==> config.mk <==
export PLATFORM = sky130hd
export DESIGN_NAME = md_seq_ctrl
export DESIGN_NICKNAME = d
export VERILOG_FILES = /design/src/rtl/md_seq_ctrl_pkg.sv /design/src/rtl/md_seq_ctrl.sv
export SDC_FILE = /design/constraint.sdc
export NUM_CORES = 1
export LEC_CHECK = 0
export CORE_MARGIN = 3
export CORE_UTILIZATION = 44
export DETAILED_ROUTE_END_ITERATION = 8
export GPL_ROUTABILITY_DRIVEN = 0
export PLACE_DENSITY_LB_ADDON = 0.25
export SYNTH_ARGS = -nofsm -noshare
export SYNTH_HDL_FRONTEND = slang
export SYNTH_SLANG_ARGS = --single-unit
==> constraint.sdc <==
create_clock -name clock -period 3.6 [get_ports clock]
set_input_delay 0.36 -clock clock [delete_from_list [all_inputs] [get_ports clock]]
set_output_delay 0.36 -clock clock [all_outputs]
set_load 0.05 [all_outputs]
==> src/rtl/md_seq_ctrl_pkg.sv <==
// Shared types and constants for the mul/div sequencing controller.
// Holds the FSM state encoding, the rstatus register index and the exception codes.
package md_seq_ctrl_pkg;

  typedef enum logic [1:0] {
    ST_IDLE  = 2'd0,
    ST_START = 2'd1,
    ST_BUSY  = 2'd2,
    ST_WB    = 2'd3
  } state_t;

  localparam logic [4:0] REG_RSTATUS = 5'd30;
  localparam logic [4:0] RSTATUS_MUL = 5'd4;
  localparam logic [4:0] RSTATUS_DIV = 5'd5;

  function automatic logic [4:0] rstatus_code(input logic kind_div);
    return kind_div ? RSTATUS_DIV : RSTATUS_MUL;
  endfunction

endpackage

==> src/rtl/md_seq_ctrl.sv <==
// Sequences the shared multi-cycle mul/div unit: freezes the pipeline, drives start pulses,
// holds operands and issues exactly one regfile write-back (result to rd, or rstatus to r30).
module md_seq_ctrl
  import md_seq_ctrl_pkg::*;
#(
  parameter int WIDTH      = 32,
  parameter int MAX_CYCLES = 40
) (
  input  logic             clock,
  input  logic             reset,
  input  logic             op_valid,
  input  logic             is_mul,
  input  logic             is_div,
  input  logic [WIDTH-1:0] op_a,
  input  logic [WIDTH-1:0] op_b,
  input  logic [4:0]       op_rd,
  input  logic [WIDTH-1:0] md_result,
  input  logic             md_rdy,
  input  logic             md_exc,
  output logic             md_start_mul,
  output logic             md_start_div,
  output logic [WIDTH-1:0] md_a,
  output logic [WIDTH-1:0] md_b,
  output logic             stall,
  output logic             wb_en,
  output logic [4:0]       wb_reg,
  output logic [WIDTH-1:0] wb_data
);

  localparam int CNT_W = $clog2(MAX_CYCLES + 1);

  state_t             r_state;
  state_t             w_next;
  logic               w_accept;
  logic               w_timeout;
  logic               w_done;
  logic               w_exc;

  logic               r_start_mul;
  logic               r_start_div;
  logic [WIDTH-1:0]   r_md_a;
  logic [WIDTH-1:0]   r_md_b;
  logic [4:0]         r_rd;
  logic               r_kind_div;
  logic [CNT_W-1:0]   r_cnt;
  logic               r_wb_en;
  logic [4:0]         r_wb_reg;
  logic [WIDTH-1:0]   r_wb_data;

  // Both kind bits set is an illegal decode and must not be accepted.
  assign w_accept  = (r_state == ST_IDLE) && op_valid && (is_mul ^ is_div);
  assign w_timeout = (r_cnt == CNT_W'(MAX_CYCLES - 1));
  assign w_done    = md_rdy || w_timeout;
  assign w_exc     = md_rdy ? md_exc : 1'b1;

  always_ff @(posedge clock) begin
    if (reset) begin
      r_state <= ST_IDLE;
    end else begin
      r_state <= w_next;
    end
  end

  always_comb begin
    w_next = r_state;
    stall  = 1'b0;
    case (r_state)
      ST_IDLE: begin
        stall = w_accept;
        if (w_accept) begin
          w_next = ST_START;
        end
      end
      ST_START: begin
        stall  = 1'b1;
        w_next = ST_BUSY;
      end
      ST_BUSY: begin
        stall = 1'b1;
        if (w_done) begin
          w_next = ST_WB;
        end
      end
      ST_WB: begin
        // Pipeline advances on this edge; op_valid still names the retiring op.
        w_next = ST_IDLE;
      end
      default: w_next = ST_IDLE;
    endcase
  end

  always_ff @(posedge clock) begin
    if (reset) begin
      r_start_mul <= 1'b0;
      r_start_div <= 1'b0;
      r_md_a      <= '0;
      r_md_b      <= '0;
      r_rd        <= '0;
      r_kind_div  <= 1'b0;
      r_cnt       <= '0;
      r_wb_en     <= 1'b0;
      r_wb_reg    <= '0;
      r_wb_data   <= '0;
    end else begin
      r_start_mul <= w_accept && is_mul;
      r_start_div <= w_accept && is_div;
      r_wb_en     <= 1'b0;
      case (r_state)
        ST_IDLE: begin
          if (w_accept) begin
            r_md_a     <= op_a;
            r_md_b     <= op_b;
            r_rd       <= op_rd;
            r_kind_div <= is_div;
          end
        end
        ST_START: begin
          r_cnt <= '0;
        end
        ST_BUSY: begin
          if (w_done) begin
            if (w_exc) begin
              r_wb_en   <= 1'b1;
              r_wb_reg  <= REG_RSTATUS;
              r_wb_data <= WIDTH'(rstatus_code(r_kind_div));
            end else begin
              r_wb_en   <= (r_rd != 5'd0);
              r_wb_reg  <= r_rd;
              r_wb_data <= md_result;
            end
          end else begin
            r_cnt <= r_cnt + CNT_W'(1);
          end
        end
        default: ;
      endcase
    end
  end

  assign md_start_mul = r_start_mul;
  assign md_start_div = r_start_div;
  assign md_a         = r_md_a;
  assign md_b         = r_md_b;
  assign wb_en        = r_wb_en;
  assign wb_reg       = r_wb_reg;
  assign wb_data      = r_wb_data;

endmodule
==> load_flow_metrics.sql <==
INSERT INTO impl_metrics (metric_group, metric, value, unit) VALUES
('grt', 'globalRouteTotalUtil', '24.8', '%'),
('critical_path', 'crit_path_end', 'stall', ''),
('cts', 'cts_max_path_buffers', '2', ''),
('critical_path', 'setup.worst_path.class', 'reg -> out', ''),
('cells_and_area', 'area_grow_syn2layout', '60.8', '%'),
('cts', 'cts_num_sinks', '118', ''),
('power_and_ir_drop', 'vdd.ir_drop.worst', '358', 'uV'),
('critical_path', 'regToRegEndpoint', 'r_cnt[1]$_SDFFE_PP0P_', ''),
('floorplan', 'num_rows', '36', ''),
('cts', 'hold_buffers', '0', ''),
('floorplan', 'die-height', '108', 'um'),
('yosys', 'syn_nets', '653', ''),
('place', 'dp_slack', '1.25', 'ns'),
('critical_path', 'crit_path_start', 'r_state[0]$_SDFFE_PP0P_', ''),
('power_and_ir_drop', 'p_total', '4.66', 'mW'),
('power_and_ir_drop', 'power.static_leakage', '2.57', 'nW'),
('grt', 'pin_count_of_the_biggest_net_entering_global_routing', '84', ''),
('timing', 'finalHoldWorstSlack', '0.413', 'ns'),
('cts', 'cts_resized', '0', ''),
('critical_path', 'critPathRequiredTime', '3.24', 'ns'),
('drt', 'drt-wirelength-per-cell', '16.4', 'um'),
('critical_path', 'register_to_register_path_depth', '4', ''),
('cells_and_area', 'antenna_diodes', '0', ''),
('yosys', 'synth.avg_cell_area', '8.39', 'um^2'),
('drt', 'drt-vias-per-instance', '5.24', ''),
('place', 'port-buffer-count', '212', ''),
('yosys', 'asr_flop_ratio_synth', '0', '%'),
('timing', 'clock_skew', '0.0102', 'ns'),
('place', 'hpwlAfterDp', '9.75', 'mm'),
('cells_and_area', 'mostFrequentLayoutCell', 'sky130_fd_sc_hd__clkdlybuf4s50_1', ''),
('drt', 'detail-route-antenna-nets', '0', ''),
('cts', 'cts_max_level', '4', ''),
('timing', 'setup-violations-final', '0', ''),
('yosys', 'synth.top_cells.by_area', 'sky130_fd_sc_hd__dfxtp_1 (52%), sky130_fd_sc_hd__nand2_1 (12%), sky130_fd_sc_hd__a21oi_1 (12%)', ''),
('yosys', 'synthesis.yosys.warnings', '0', ''),
('run', 'max-cap-violations', '0', ''),
('yosys', 'synth_register_bits', '118', ''),
('cts', 'clkLatencyLatePin', '0.49', 'ns'),
('grt', 'grt_pass1_vias', '4556', ''),
('yosys', 'post-synth-top-area-cell', 'sky130_fd_sc_hd__dfxtp_1', ''),
('yosys', 'synth_enable_flop_cells', '0', ''),
('yosys', 'post_synthesis_cell_type_count', '37', ''),
('timing', 'fin_ws', '1.39', 'ns'),
('yosys', 'post-synth-top-area-fraction', '52.1', '%'),
('timing', 'period_minus_slack', '2.21', 'ns'),
('floorplan', 'io-pin-count', '213', ''),
('timing', 'hold_viol_final', '0', ''),
('critical_path', 'worst-r2r-setup-slack', '1.43', 'ns'),
('cts', 'cts.repair_timing.setup_buffer_count', '0', ''),
('power_and_ir_drop', 'pwr_density_cell', '639', 'nW/um^2'),
('cells_and_area', 'fill_cells', '760', ''),
('cells_and_area', 'nNetsFinal', '842', ''),
('critical_path', 'startpoint_type', 'flip-flop', ''),
('cts', 'root_buffer', 'sky130_fd_sc_hd__clkbuf_8', ''),
('timing', 'worst-slew-pin-transition', '1.02', 'ns'),
('drt', 'drtIter0Drc', '254', ''),
('min_path', 'hold_path_class', 'in -> reg', ''),
('drt', 'drc_errors', '0', ''),
('cts', 'tritoncts.num_buffers', '17', ''),
('critical_path', 'r2r-start', 'r_cnt[0]$_SDFFE_PP0P_', ''),
('run_status', 'outcome', 'completed', ''),
('floorplan', 'core', '9910', 'um^2'),
('grt', 'antenna_found_initial', '0', ''),
('cells_and_area', 'layout_cells_sized_above_1', '6.20', '%'),
('yosys', 'synth.cell_area', '4540', 'um^2'),
('yosys', 'ys_seq_area_share', '52.1', '%'),
('place', 'place_area', '6660', 'um^2'),
('cts', 'tritoncts', 'done', ''),
('floorplan', 'chipWidth', '108', 'um'),
('timing', 'fmaxAchievable', '452', 'MHz'),
('drt', 'finalWirelength', '14.4', 'mm');
[worst min path at each step]
| stage | start | end | slack, ns | cells after the start |
|---|---|---|---|---|
| 6_report | op_b[10] | md_b[10]$_SDFFE_PP0P_ | 0.41 | 3 |
| 2_1_floorplan | r_rd[2]$_SDFFE_PP0P_ | r_rd[2]$_SDFFE_PP0P_ | 0.44 | 2 |
| 4_1_cts | op_b[7] | md_b[7]$_SDFFE_PP0P_ | 0.38 | 3 |
| 3_5_place_dp | md_b[21]$_SDFFE_PP0P_ | md_b[21]$_SDFFE_PP0P_ | 0.45 | 2 |
| 5_1_grt | op_a[29] | md_a[29]$_SDFFE_PP0P_ | 0.39 | 3 |
| 3_3_place_gp | md_b[6]$_SDFFE_PP0P_ | md_b[6]$_SDFFE_PP0P_ | 0.44 | 2 |
[synth_stat cells, types with 2 or more instances]
| cell type | count |
|---|---|
| sky130_fd_sc_hd__dfxtp_1 | 118 |
| sky130_fd_sc_hd__a211oi_1 | 7 |
| sky130_fd_sc_hd__mux2i_1 | 2 |
| sky130_fd_sc_hd__buf_4 | 7 |
| sky130_fd_sc_hd__nor4b_1 | 3 |
| sky130_fd_sc_hd__buf_2 | 5 |
| sky130_fd_sc_hd__nand4b_1 | 31 |
| sky130_fd_sc_hd__inv_1 | 5 |
| sky130_fd_sc_hd__nor2b_1 | 2 |
| sky130_fd_sc_hd__nand2_1 | 145 |
| sky130_fd_sc_hd__nor2_1 | 10 |
| sky130_fd_sc_hd__clkbuf_1 | 33 |
| sky130_fd_sc_hd__a21oi_1 | 107 |
| sky130_fd_sc_hd__clkbuf_2 | 2 |
| sky130_fd_sc_hd__o21ai_1 | 15 |
| sky130_fd_sc_hd__nand3_1 | 2 |
| sky130_fd_sc_hd__a31o_2 | 3 |
| sky130_fd_sc_hd__nor4_1 | 4 |
| sky130_fd_sc_hd__ha_1 | 4 |
| sky130_fd_sc_hd__o21ai_0 | 19 |
[report_power, final]
part / internal [mW] / total [mW] / leakage [nW] / switching, mW
sequential: 1.44 / 1.52 / 0.958 / 0.0752
combinational: 0.449 / 1.35 / 1.29 / 0.900
clock: 1.23 / 1.79 / 0.316 / 0.563
total: 3.12 / 4.66 / 2.57 / 1.54
[stage by stage]
| stage | std cells | util (%) |
|---|---|---|
| after CTS | 875 | 73.6 |
| after global placement | 844 | 67.2 |
| after global routing | 875 | 73.6 |
| after floorplan | 541 | - |
| final | 875 | 73.6 |
| after detailed placement | 844 | 67.2 |
[worst max-delay path, stage by stage, from the launching register on]
cell and delay [ns]:
sky130_fd_sc_hd__dfxtp_1 0.31, sky130_fd_sc_hd__inv_1 0.10, sky130_fd_sc_hd__ha_1 0.27, sky130_fd_sc_hd__nand2_1 0.16
sky130_fd_sc_hd__nor2b_4 0.14, sky130_fd_sc_hd__nor2_1 0.05, sky130_fd_sc_hd__nor2_1 0.13, sky130_fd_sc_hd__buf_4 0.22
[metal layers]
| layer | global-route usage (%) | vias to the layer above | routed length (um) |
|---|---|---|---|
| li1 | - | 2246 | - |
| met1 | 26.6 | 2143 | 5400 |
| met2 | 43.9 | 167 | 7490 |
| met3 | 9.18 | 28 | 1100 |
| met4 | 9.74 | 0 | 381 |
| met5 | 0 | - | 0 |
[cell type report]
type                    count  area [um^2]  share of cell area, %
well taps                 133          166                   2.28
flip-flops and latches    118         2360                   32.4
inverters                   5         18.8                  0.257
clock inverters             8          143                   1.96
clock buffers              23          497                   6.81
repair buffers            218         2160                   29.6
multi-input cells         370         1950                   26.7
[logic make-up after synthesis]
| family | after synthesis | synth area share [%] |
|---|---|---|
| fa+ha+maj | 4 | 1.10 |
| simple gates | 201 | 21.1 |
| flops | 118 | 52.1 |
| buf+inv | 53 | 5.32 |
| compound gates | 162 | 19.8 |
| mux | 2 | 0.441 |
| xor+xnor | 1 | 0.193 |
No activity file was read; power rests on OpenSTA's default activity.
